[src/rtl/gf180mcu_ocd_io__pwr_seq.sv]
// I/O ring supply sequencer: ascending power-up gated on power-good plus settle,
// descending power-down, sticky fault on power-good loss or ramp timeout.
//
// Ports:
//   clk        sequencer clock
//   rst        synchronous active-high reset
//   en         request ring up (1) or down (0)
//   clr        fault clear, honoured only while en is low
//   pg         per-segment power-good (asynchronous)
//   settle     settle cycles after pg, also the power-down step delay
//   timeout    max ramp cycles, 0 disables
//   seg_en     segment enables
//   ready      all segments up and settled
//   busy       ramping, settling or powering down
//   fault      sticky fault flag
//   fault_seg  index of the faulting segment
//   state      OFF=0 RAMP=1 SETTLE=2 ON=3 DOWN=4 FAULT=5
module gf180mcu_ocd_io__pwr_seq #(
    parameter int NSEG  = 4,
    parameter int CNT_W = 16,
    parameter int IDX_W = 3
) (
    input  logic             clk,
    input  logic             rst,
    input  logic             en,
    input  logic             clr,
    input  logic [NSEG-1:0]  pg,
    input  logic [CNT_W-1:0] settle,
    input  logic [CNT_W-1:0] timeout,
    output logic [NSEG-1:0]  seg_en,
    output logic             ready,
    output logic             busy,
    output logic             fault,
    output logic [IDX_W-1:0] fault_seg,
    output logic [2:0]       state
);

    typedef enum logic [2:0] {
        S_OFF    = 3'd0,
        S_RAMP   = 3'd1,
        S_SETTLE = 3'd2,
        S_ON     = 3'd3,
        S_DOWN   = 3'd4,
        S_FAULT  = 3'd5
    } state_t;

    state_t           st_q, st_d;
    logic [IDX_W-1:0] idx_q, idx_d;
    logic [CNT_W-1:0] cnt_q, cnt_d, cnt_inc;
    logic [NSEG-1:0]  seg_q, seg_d;
    logic             flt_q, flt_d;
    logic [IDX_W-1:0] fseg_q, fseg_d;

    logic [NSEG-1:0]  pg_m, pg_s;
    logic [NSEG-1:0]  chk;
    logic             loss;
    logic [IDX_W-1:0] loss_idx;
    logic             pg_cur;
    logic             go_flt;
    logic [IDX_W-1:0] go_idx;

    always_ff @(posedge clk) begin
        if (rst) begin
            pg_m <= '0;
            pg_s <= '0;
        end else begin
            pg_m <= pg;
            pg_s <= pg_m;
        end
    end

    // Enabled segments whose power-good is missing. While ramping, the
    // segment being brought up has not reached power-good yet, so skip it.
    always_comb begin
        chk    = seg_q & ~pg_s;
        pg_cur = 1'b0;
        for (int i = 0; i < NSEG; i++) begin
            if (idx_q == IDX_W'(i)) begin
                pg_cur = pg_s[i];
                if (st_q == S_RAMP) chk[i] = 1'b0;
            end
        end
        loss_idx = '0;
        for (int i = NSEG - 1; i >= 0; i--) begin
            if (chk[i]) loss_idx = IDX_W'(i);
        end
    end

    assign loss    = |chk;
    assign cnt_inc = (cnt_q == '1) ? cnt_q : cnt_q + CNT_W'(1);

    // Segments are enabled strictly in ascending order, so seg_q is always a
    // contiguous run of ones from bit 0: shift left to add the next segment,
    // shift right to drop the highest one.
    always_comb begin
        st_d   = st_q;
        idx_d  = idx_q;
        cnt_d  = cnt_q;
        seg_d  = seg_q;
        flt_d  = flt_q;
        fseg_d = fseg_q;
        go_flt = 1'b0;
        go_idx = '0;
        unique case (st_q)
            S_OFF: begin
                if (en) begin
                    st_d  = S_RAMP;
                    seg_d = {{(NSEG-1){1'b0}}, 1'b1};
                    idx_d = '0;
                    cnt_d = '0;
                end
            end
            S_RAMP: begin
                if (loss) begin
                    go_flt = 1'b1;
                    go_idx = loss_idx;
                end else if (!pg_cur && timeout != '0 && cnt_q == timeout) begin
                    go_flt = 1'b1;
                    go_idx = idx_q;
                end else if (!en) begin
                    st_d  = S_DOWN;
                    cnt_d = '0;
                end else if (pg_cur) begin
                    st_d  = S_SETTLE;
                    cnt_d = '0;
                end else begin
                    cnt_d = cnt_inc;
                end
            end
            S_SETTLE: begin
                if (loss) begin
                    go_flt = 1'b1;
                    go_idx = loss_idx;
                end else if (!en) begin
                    st_d  = S_DOWN;
                    cnt_d = '0;
                end else if (cnt_q == settle) begin
                    if (idx_q == IDX_W'(NSEG - 1)) begin
                        st_d = S_ON;
                    end else begin
                        st_d  = S_RAMP;
                        idx_d = idx_q + IDX_W'(1);
                        seg_d = {seg_q[NSEG-2:0], 1'b1};
                        cnt_d = '0;
                    end
                end else begin
                    cnt_d = cnt_inc;
                end
            end
            S_ON: begin
                if (loss) begin
                    go_flt = 1'b1;
                    go_idx = loss_idx;
                end else if (!en) begin
                    st_d  = S_DOWN;
                    cnt_d = '0;
                end
            end
            S_DOWN: begin
                if (loss) begin
                    go_flt = 1'b1;
                    go_idx = loss_idx;
                end else if (cnt_q == settle) begin
                    seg_d = seg_q >> 1;
                    cnt_d = '0;
                    if (!seg_q[1]) begin
                        st_d  = S_OFF;
                        idx_d = '0;
                    end
                end else begin
                    cnt_d = cnt_inc;
                end
            end
            S_FAULT: begin
                if (!en && clr) begin
                    st_d   = S_OFF;
                    flt_d  = 1'b0;
                    fseg_d = '0;
                    idx_d  = '0;
                    cnt_d  = '0;
                end
            end
            default: begin
                st_d = S_OFF;
            end
        endcase
        if (go_flt) begin
            st_d   = S_FAULT;
            seg_d  = '0;
            flt_d  = 1'b1;
            fseg_d = go_idx;
            idx_d  = '0;
            cnt_d  = '0;
        end
    end

    always_ff @(posedge clk) begin
        if (rst) begin
            st_q   <= S_OFF;
            idx_q  <= '0;
            cnt_q  <= '0;
            seg_q  <= '0;
            flt_q  <= 1'b0;
            fseg_q <= '0;
        end else begin
            st_q   <= st_d;
            idx_q  <= idx_d;
            cnt_q  <= cnt_d;
            seg_q  <= seg_d;
            flt_q  <= flt_d;
            fseg_q <= fseg_d;
        end
    end

    assign seg_en    = seg_q;
    assign fault     = flt_q;
    assign fault_seg = fseg_q;
    assign state     = st_q;
    assign ready     = (st_q == S_ON);
    assign busy      = (st_q == S_RAMP) || (st_q == S_SETTLE) || (st_q == S_DOWN);

endmodule
[config.mk]
export PLATFORM = sky130hd
export DESIGN_NAME = gf180mcu_ocd_io__pwr_seq
export DESIGN_NICKNAME = d
export VERILOG_FILES = /design/src/rtl/gf180mcu_ocd_io__pwr_seq.sv
export SDC_FILE = /design/constraint.sdc
export NUM_CORES = 1
export LEC_CHECK = 0
export CORE_ASPECT_RATIO = 1.1
export CORE_MARGIN = 4
export CORE_UTILIZATION = 57
export CTS_BUF_LIST = sky130_fd_sc_hd__clkbuf_8 sky130_fd_sc_hd__clkbuf_16
export DETAILED_ROUTE_END_ITERATION = 8
export GPL_TIMING_DRIVEN = 0
export PLACE_DENSITY_LB_ADDON = 0.3
export SLEW_MARGIN = 20
export SYNTH_ARGS = -nofsm -noshare
export SYNTH_HDL_FRONTEND = slang
export SYNTH_SLANG_ARGS = --single-unit
[constraint.sdc]
create_clock -name clk -period 4.6 [get_ports clk]
set_input_delay 0.92 -clock clk [delete_from_list [all_inputs] [get_ports clk]]
set_output_delay 0.92 -clock clk [all_outputs]
set_load 0.05 [all_outputs]
==> impl_metrics.env <==
export IMPL_final_cell_mix="clkdlybuf4s50_1, dfxtp_1, xnor2_1"
export IMPL_drv_slew=0
export IMPL_yosysWarnings=0
export IMPL_clk_latency_ns=0.30
export IMPL_leakage_nw=1.15
export IMPL_cts_max_level=2
export IMPL_ir_drop_mv=0.210
export IMPL_die_x_um=74.4
export IMPL_fp_row_count=26
export IMPL_grt_pass1_wl_mm=12.4
export IMPL_antenna_found_initial=0
export IMPL_wl_per_cell_um=16.7
export IMPL_crit_chain="clkdlybuf4s50_1, xnor2_1, nand4_1, nor4_1, clkbuf_1, o32a_1, clkbuf_1, nand2_1, nand2_1, nor3_1"
export IMPL_post_route_drc_count=0
export IMPL_worst_slew_pin_transition_ns=0.887
export IMPL_synthesis_nets=399
export IMPL_cts_root_buf="clkbuf_8"
export IMPL_fillers=374
export IMPL_start_util_pct=59.3
export IMPL_ys_ff_latch=38
export IMPL_period_needed_ns=3.50
export IMPL_post_dp_cell_area_um2=3350
export IMPL_grt_total_usage_pct=26.6
export IMPL_gp_congestion=0.914
export IMPL_final_common_cell="clkdlybuf4s50_1"
export IMPL_crit_arrival_ns=3.67
export IMPL_end_kind="register"
export IMPL_holdCritPathClass="register to register"
export IMPL_postSynthCellCount=353
export IMPL_grt_setup_unrepaired="false"
export IMPL_worstPathRequired_ns=4.77
export IMPL_clock_skew_ns=0.0108
export IMPL_final_cells=469
export IMPL_syn_area_um2=2760
export IMPL_netlist_top_cells_area="dfxtp_1, xnor2_1, a21oi_1"
export IMPL_power_density_nw_per_um2=436
export IMPL_synth_ff_type="dfxtp_1"
export IMPL_grt_pass1_vias=2711
export IMPL_worst_path_buf_inv=3
export IMPL_wl_met3_um=587
export IMPL_slew_headroom_pct=39.4
export IMPL_wirelength_mm=7.83
export IMPL_io_buffer_count=52
export IMPL_cap_violations=0
export IMPL_critical_path_peak_fanout=10
export IMPL_clock_sinks=38
export IMPL_seq_area_frac_synth_pct=27.6
export IMPL_highest_layer="met4"
export IMPL_cts_resized=0
export IMPL_tns_ns=0
export IMPL_place_inst=461
export IMPL_synth_area_leader_cell="dfxtp_1"
export IMPL_worstSetupStartpointType="input pin"
export IMPL_cts_path_max_buffers=2
export IMPL_die_area_um2=6020
export IMPL_numCtsBuffers=5
export IMPL_initialDrtViolationCount=358
export IMPL_async_flop_share_pct=0
export IMPL_syn_to_final_growth_pct=24.8
export IMPL_wirelength_met1_mm=3.03
export IMPL_firstDrtPassIters=5
export IMPL_antenna_cells=0
export IMPL_cts_tree="yes"
export IMPL_drive_above_1_share_pct=6.30
export IMPL_num_vias=2951
export IMPL_cts_setup_buffers=0
export IMPL_core_um2=4650
export IMPL_hold_viol=0
export IMPL_die_h_um=81.0
export IMPL_final_nets=458
export IMPL_cts_clk_slew_worst_paths_ns=0.08
export IMPL_synth_cell_type_count=58
export IMPL_dp_hpwl_mm=6.00
export IMPL_p_total_mw=1.50
export IMPL_finalSetupViolCount=0
export IMPL_grt_max_degree=13
export IMPL_antenna_left=0
export IMPL_status="complete, no violations"
export IMPL_viasPerCell=6.29
export IMPL_fin_area_um2=3450
export IMPL_synth_edf_count=0
export IMPL_wl_met2_mm=3.99
export IMPL_cpMaxStageDelayCell="clkdlybuf4s50_1"
export IMPL_period_share_pct=76.2
export IMPL_yosysTopAreaCellShare_pct=27.6
export IMPL_io_pins=53
export IMPL_grt_overflow=0
export IMPL_fin_util_pct=74.1
export IMPL_max_freq_mhz=285
export IMPL_path_delay_family="buffers and inverters"
export IMPL_criticalPathCategory="input pin to register"
export IMPL_avgSynthCellArea_um2=7.82
export IMPL_critical_path_max_stage_delay_ns=0.50
export IMPL_ctsHoldBuffers=0
[power by group]
part           switching, mW  leakage [nW]  internal, mW
Combinational          0.551         0.797         0.307
Sequential            0.0336         0.309         0.363
Clock                  0.128        0.0472         0.121
Total                  0.712          1.15         0.791
[path summary, 6_finish.rpt]
path / endpoint / cells after the start / startpoint / slack, ns
worst max-delay path: cnt_q[12] / 10 / settle[2] / 1.10
worst min-delay path: pg_s[1] / 1 / pg_m[1] / 0.45
worst min register to register: pg_s[1] / 1 / pg_m[1] / 0.45
worst max register to register: state[1] / 8 / idx_q[0] / 1.48
[state kept, by name (all words and copies together) (netlist names)]
register / cells
fault_seg: 3
seg_en: 4
cnt_q: 16
state: 3
pg_m: 4
idx_q: 3
pg_s: 4
fault: 1
[cell usage after synthesis, types with 3 or more instances]
cell and count:
ha_1 6, and2_1 6, inv_1 6, nor4_1 10, nand2_1 25, and3_1 6
nor2b_1 17, a21oi_1 24, buf_2 8, nand3_1 21, or4_1 4, clkbuf_1 12
xor2_1 7, mux2i_1 3, nor2_1 24, xnor2_1 31, a22oi_1 3, a211oi_1 9
nand2b_1 12, a31oi_1 7, nand4_1 12, nor3_1 5, o21ai_0 10, dfxtp_1 38
or3_1 3
[layer usage]
metal	GRT usage (%)	vias up
met5	0	-
met4	11.0	0
met3	4.08	35
met2	47.3	144
met1	31.3	1363
li1	-	1409
[per-stage QoR]
stage	setup WS [ns]	hold WS [ns]
after global routing	0.792	0.476
after detailed placement	0.818	0.436
after CTS	1.11	0.456
after floorplan	1.63	0.414
final	1.10	0.452
after global placement	0.872	0.424
[kinds of logic after synthesis]
logic type,after synthesis,share of synthesized area (%)
simple gates,158,32.2
compound gates,80,19.4
xor+xnor,38,12.1
flops,38,27.6
buf+inv,29,4.58
fa+ha+maj,7,3.08
mux,3,1.09
[area by class of cell]
class	instances	area [µm²]	area share [%]
inverters	6	22.5	0.654
flip-flops and latches	38	761	22.1
multi-input cells	286	1870	54.4
well taps	56	70.1	2.03
plain buffers	23	104	3.01
clock inverters	2	12.5	0.363
repair buffers	52	520	15.1
clock buffers	6	82.6	2.40
Note: power is estimated with default switching activity, not from simulation.
